### src/rtl/button_pulse_array.sv
// N-channel active-low push-button conditioner: synchroniser, debouncer, press/release pulses and held level.
// Optional auto-repeat of press pulses while held is enabled by defining BUTTON_PULSE_REPEAT_EN.
module button_pulse_array #(
  parameter int N               = 2,
  parameter int SYNC_STAGES     = 2,
  parameter int DEBOUNCE_CYCLES = 4,
  parameter int REPEAT_DELAY    = 8,
  parameter int REPEAT_PERIOD   = 4
) (
  input  logic         clk,
  input  logic         reset,
  input  logic [N-1:0] in,
  output logic [N-1:0] out,
  output logic [N-1:0] rel,
  output logic [N-1:0] held
);

  localparam int CW = $clog2(DEBOUNCE_CYCLES + 1);
  localparam logic [CW-1:0] CNT_LAST = CW'(DEBOUNCE_CYCLES - 1);

`ifdef BUTTON_PULSE_REPEAT_EN
  localparam int RMAX = (REPEAT_DELAY > REPEAT_PERIOD) ? REPEAT_DELAY : REPEAT_PERIOD;
  localparam int RW   = $clog2(RMAX + 1);
  localparam logic [RW-1:0] R_DLY = RW'(REPEAT_DELAY);
  localparam logic [RW-1:0] R_PER = RW'(REPEAT_PERIOD);
`endif

  for (genvar g = 0; g < N; g++) begin : g_ch
    logic [SYNC_STAGES-1:0] sync_q;
    logic [CW-1:0]          cnt_q, cnt_d;
    logic                   held_q, held_d;
    logic                   out_q, out_d;
    logic                   rel_q, rel_d;
    logic                   s;
    logic                   rpt_hit;

    // Sync chain resets to the released level so reset exit never looks like a press.
    assign s = ~sync_q[SYNC_STAGES-1];

    always_comb begin
      held_d = held_q;
      cnt_d  = '0;
      if (s != held_q) begin
        if (cnt_q == CNT_LAST) held_d = s;
        else                   cnt_d  = cnt_q + 1'b1;
      end
      out_d = (~held_q & held_d) | rpt_hit;
      rel_d = held_q & ~held_d;
    end

`ifdef BUTTON_PULSE_REPEAT_EN
    logic [RW-1:0] rpt_q, rpt_d;
    logic          per_q, per_d;

    // rpt_q counts edges since the last press/repeat pulse; per_q selects delay vs period.
    always_comb begin
      rpt_d   = '0;
      per_d   = 1'b0;
      rpt_hit = 1'b0;
      if (held_q & held_d) begin
        if (rpt_q == (per_q ? R_PER : R_DLY)) begin
          rpt_hit = 1'b1;
          rpt_d   = RW'(1);
          per_d   = 1'b1;
        end else begin
          rpt_d = rpt_q + 1'b1;
          per_d = per_q;
        end
      end else if (~held_q & held_d) begin
        rpt_d = RW'(1);
      end
    end

    always_ff @(posedge clk or negedge reset) begin
      if (!reset) begin
        rpt_q <= '0;
        per_q <= 1'b0;
      end else begin
        rpt_q <= rpt_d;
        per_q <= per_d;
      end
    end
`else
    assign rpt_hit = 1'b0;
`endif

    always_ff @(posedge clk or negedge reset) begin
      if (!reset) begin
        sync_q <= '1;
        cnt_q  <= '0;
        held_q <= 1'b0;
        out_q  <= 1'b0;
        rel_q  <= 1'b0;
      end else begin
        sync_q <= {sync_q[SYNC_STAGES-2:0], in[g]};
        cnt_q  <= cnt_d;
        held_q <= held_d;
        out_q  <= out_d;
        rel_q  <= rel_d;
      end
    end

    assign out[g]  = out_q;
    assign rel[g]  = rel_q;
    assign held[g] = held_q;
  end

endmodule

### config.mk
export PLATFORM = sky130hd
export DESIGN_NAME = button_pulse_array
export DESIGN_NICKNAME = d
export VERILOG_FILES = /design/src/rtl/button_pulse_array.sv
export SDC_FILE = /design/constraint.sdc
export NUM_CORES = 1
export LEC_CHECK = 0
export BUFFER_PORTS_ARGS = -buffer_cell sky130_fd_sc_hd__buf_2
export CORE_MARGIN = 1.5
export CORE_UTILIZATION = 37
export DETAILED_ROUTE_END_ITERATION = 10
export PLACE_DENSITY = 0.53
export SLEW_MARGIN = 15
export SYNTH_ARGS = -nofsm -noshare
export SYNTH_HDL_FRONTEND = slang
export SYNTH_SLANG_ARGS = --single-unit
### constraint.sdc
create_clock -name clk -period 1.8 [get_ports clk]
set_input_delay 0.09 -clock clk [delete_from_list [all_inputs] [get_ports clk]]
set_output_delay 0.09 -clock clk [all_outputs]
set_load 0.005 [all_outputs]
---- After elaboration in Yosys (flattened, before gate mapping) ----
Cells that the tools add are included.
storage, ports and cells
  bits of input ports ..................... 4
  latch bits .............................. 0
  output and inout bits ................... 6
  register bits after elaboration ......... 16
  memory bits (writable) .................. 0
  memory bits (read-only) ................. 0
  memories kept ........................... 0
  word-level logic and storage cells ...... 34
operators by class
  magnitude comparators ................... 0
  shifts and indexed selects .............. 0
  $add $sub $neg .......................... 2
  equal/unequal tests ..................... 4
  bitwise operators ....................... 10
  div/mod/pow operators ................... 0
  multipliers ............................. 0
  muxes and demuxes ....................... 8
  reduce and logical (&&, ||, !) cells .... 0
operators by type and width
  kind                                                 count
  two-way mux 3 bit                                    4
  adder 3 x 1 -> 3 bit, second input constant          2
  equality test 3 x 2 -> 1 bit, second input constant  2
  NOT 1 bit                                            6
  bitwise AND 1 bit                                    4
  two-way mux 1 bit                                    4
  != test 1 bit                                        2

---- Logic depth before layout (Yosys ltp) ----
  word-level depth ........................ 5
  gate-level depth with buffers ........... 3
  mapped depth without buffers ............ 3

---- Least setup slack after synthesis ----
OpenSTA, ideal clock, no wires.
  path kind ............................... register to register
  from .................................... reg g_ch[0].cnt_q[0]
  to ...................................... reg g_ch[0].rel_q
  path buffers ............................ 0
  arrival time ............................ 889 ps
  setup time .............................. 120 ps
  stages on the path, launching flop included .. 4
  required time ........................... 1680 ps
  path slack .............................. 792 ps
  clock period less this slack ............ 1008 ps
  cell sequence ........................... dfrtp_1 > ha_1 > nor2b_2 > and3_1
on the way
  cells in the longest elaborated chain, start to end .. 5
RTL lines
  what                          line  RTL
  from (decl)                   30    logic [CW-1:0] cnt_q, cnt_d;
  from (signal assigned)        96    cnt_q <= cnt_d;
  equality test 3 x 2 -> 1 bit  44    if (cnt_q == CNT_LAST) held_d = s;
  two-way mux 1 bit             44
  two-way mux 1 bit             43    if (s != held_q) begin
  NOT 1 bit                     48    rel_d = held_q & ~held_d;
  bitwise AND 1 bit             48
  net g_ch[0].rel_d             33    logic rel_q, rel_d;
  to (signal assigned)          99    rel_q <= rel_d;
  to (decl)                     33
The timed path passes the listed nets, and every way through them passes these cells.

---- Final worst setup path ----
Ends and elaborated chain as after synthesis.

==> impl_metrics.toml <==
[layout]
syn_to_final_growth_pct = 14.0
antenna_cells = 0
mostFrequentLayoutCell = "dfrtp_1"
fin_nets = 60
layout_common_cells = "12 x dfrtp_1, 9 x buf_2, 4 x nor3b_1, 4 x dfstp_2"
drive_above_1_share_pct = 37.7

[sta]
relSlewSlack_pct = 77.8
final.period_utilization_pct = 59.3
layout_min_cycle_time_ns = 1.07
fin_ws_ns = 0.732
finalMaxSlewViolations = 0
fin_skew_ns = 0.00732
rsz0062_at_grt = "false"
fmax_ghz = 0.936
max_slew.worst_pin.slew_ns = 0.333
setup_viol = 0
hold_viol = 0
final.setup.tns_ns = 0

[logic_synthesis]
ys_ff_latch = 16
syn_nets = 49
syn_area_sq_um = 616
syn_avg_cell_area_sq_um = 14.3
synth_cell_types = 14
seq_area_frac_synth_pct = 65.9
yosysWarnings = 0
postSynthCellCount = 43

[detailed_routing]
viasPerCell = 4.65
drc_errors = 0
firstDrtPassIters = 1
post_drt_wl_per_cell_um = 10.9
vias = 321
ant_nets = 0
finalWirelength_um = 751
first_iter_violations = 0

[cts]
cts_tree = "built"
post_cts_buffers = 0
clock-root-buffer = "clkbuf_4"
clkTransAtPathRegs_ns = 0.09
cts-htree-levels = 1
cts_sinks = 16
cts_buffer_depth = 2
insertion_delay_ns = 0.28
cts_made_buffers = 3

[placed_design]
gp_congestion = 0.617
numPortBuffers = 9
place_ws_ns = 0.736
place_hpwl_um = 584

[critical_path]
cp_slowest_cell = "dfrtp_1"
crit_fanout = 5
crit_path_cell_trace = "ha_1 > nor2b_2 > and3_1"
crit_path_start_kind = "flip-flop"
max_stage_delay_ns = 0.39
critPathKind = "reg2reg"
cp-end-kind = "flip-flop"
arrival_ns = 1.25
crit_required_ns = 1.98

[global_routing]
overflow = 0
grt_pass1_wl_um = 1460
antenna_found_initial = 0
grt_max_degree = 17
track_usage_pct = 10.7
grt_pass1_vias = 368

[hold_path]
min_path_type = "in2async"

[power]
vdd_drop_max_v = 0.000737
pwr_density_cell_mw_per_mm2 = 1280
leakage_nw = 0.356
finalPower_w = 0.000896

[floorplanning]
fp.dieW_um = 43.8
die_y_um = 43.8
start_util_pct = 40.4
die_area_sq_mm = 0.00192
core-area_sq_mm = 0.00152
io_pins = 10
rows = 14

[job]
cap_violations = 0

[status]
outcome = "finished clean"
## synthesized netlist by cell type (all sizes together)
cell type | count | area [sq um]
buf | 6 | 45.0
ha | 2 | 25.0
nor3 | 2 | 10.0
dfstp | 4 | 105
and3 | 2 | 12.5
nor2b | 2 | 22.5
inv | 3 | 11.3
nor3b | 5 | 42.5
dfrtp | 12 | 300
mux2i | 2 | 20.0
xor2 | 2 | 17.5
nor2 | 1 | 3.75
## layout make-up
| type | count | area (sq um) |
|---|---|---|
| inverters | 3 | 11.3 |
| well taps | 16 | 20.0 |
| clock buffers | 4 | 36.3 |
| multi-input cells | 18 | 154 |
| fillers | 147 | 822 |
| flip-flops and latches | 16 | 405 |
| repair buffers | 12 | 75.1 |
## layer usage
| metal | GRT usage [%] | vias to the layer above | wire length [um] |
|---|---|---|---|
| met5 | 0 | - | 0 |
| met3 | 7.08 | 2 | 68 |
| met1 | 11.2 | 154 | 298 |
| met2 | 17.4 | 10 | 371 |
| met4 | 3.64 | 0 | 12 |
| li1 | - | 155 | - |
## sequential cells by signal, summed over array words and instances (netlist names)
name / cells
g_ch.cnt_q: 6
g_ch.rel_q: 2
g_ch.sync_q: 4
g_ch.out_q: 2
g_ch.held_q: 2
## power breakdown
part	leakage, nW	switching [W]	internal, W
Sequential	0.201	0.0000512	0.000432
Clock	0.0210	0.000102	0.000123
Combinational	0.133	0.0000905	0.0000977
Total	0.356	0.000244	0.000652
## critical path, delay by kind of cell, from the launching register on
kind / cells / cell delay (ns)
DFF: 1 / 0.39
and+or+nand+nor: 2 / 0.36
adders and majority gates: 1 / 0.21
## through the flow
stage	util, %	area [sq um]	hold slack, ns	std cells
global route	46.1	702	0.244	69
global placement	41.7	636	-0.00324	62
floorplan	-	616	-0.206	43
finish	46.1	702	0.227	69
detailed placement	41.7	636	0.0107	62
CTS	46.1	702	0.226	69
## logic make-up after synthesis
| logic type | Yosys count | share of synthesized area [%] |
|---|---|---|
| DFF | 16 | 65.9 |
| and+or+nand+nor | 12 | 14.8 |
| buffers and inverters | 9 | 9.15 |
| xor gates and xnor gates | 2 | 2.85 |
| muxes | 2 | 3.25 |
| adders and majority gates | 2 | 4.06 |
## final timing paths
| kind | slack, ns | from | cells past startpoint | end |
|---|---|---|---|---|
| setup / recovery | 0.73 | g_ch[0].cnt_q[0] | 3 | g_ch[0].rel_q |
| hold / removal | 0.23 | reset | 2 | g_ch[0].cnt_q[0] |
| setup reg to reg | 0.73 | g_ch[0].cnt_q[0] | 3 | g_ch[0].rel_q |
| hold reg to reg | 0.36 | g_ch[0].sync_q[0] | 0 | g_ch[0].sync_q[1] |
| max in group asynchronous | 1.27 | reset | 2 | g_ch[1].sync_q[0] |
| min in group clk | 0.36 | g_ch[0].sync_q[0] | 0 | g_ch[0].sync_q[1] |
## timing repair
action                                  4_1_cts  5_1_grt
endpoints found under the setup margin        0        0
hold buffers                                  3        0
endpoints found under the hold margin        18        0
gates resized for setup                       0        0
No activity file was read; power rests on OpenSTA's default activity.
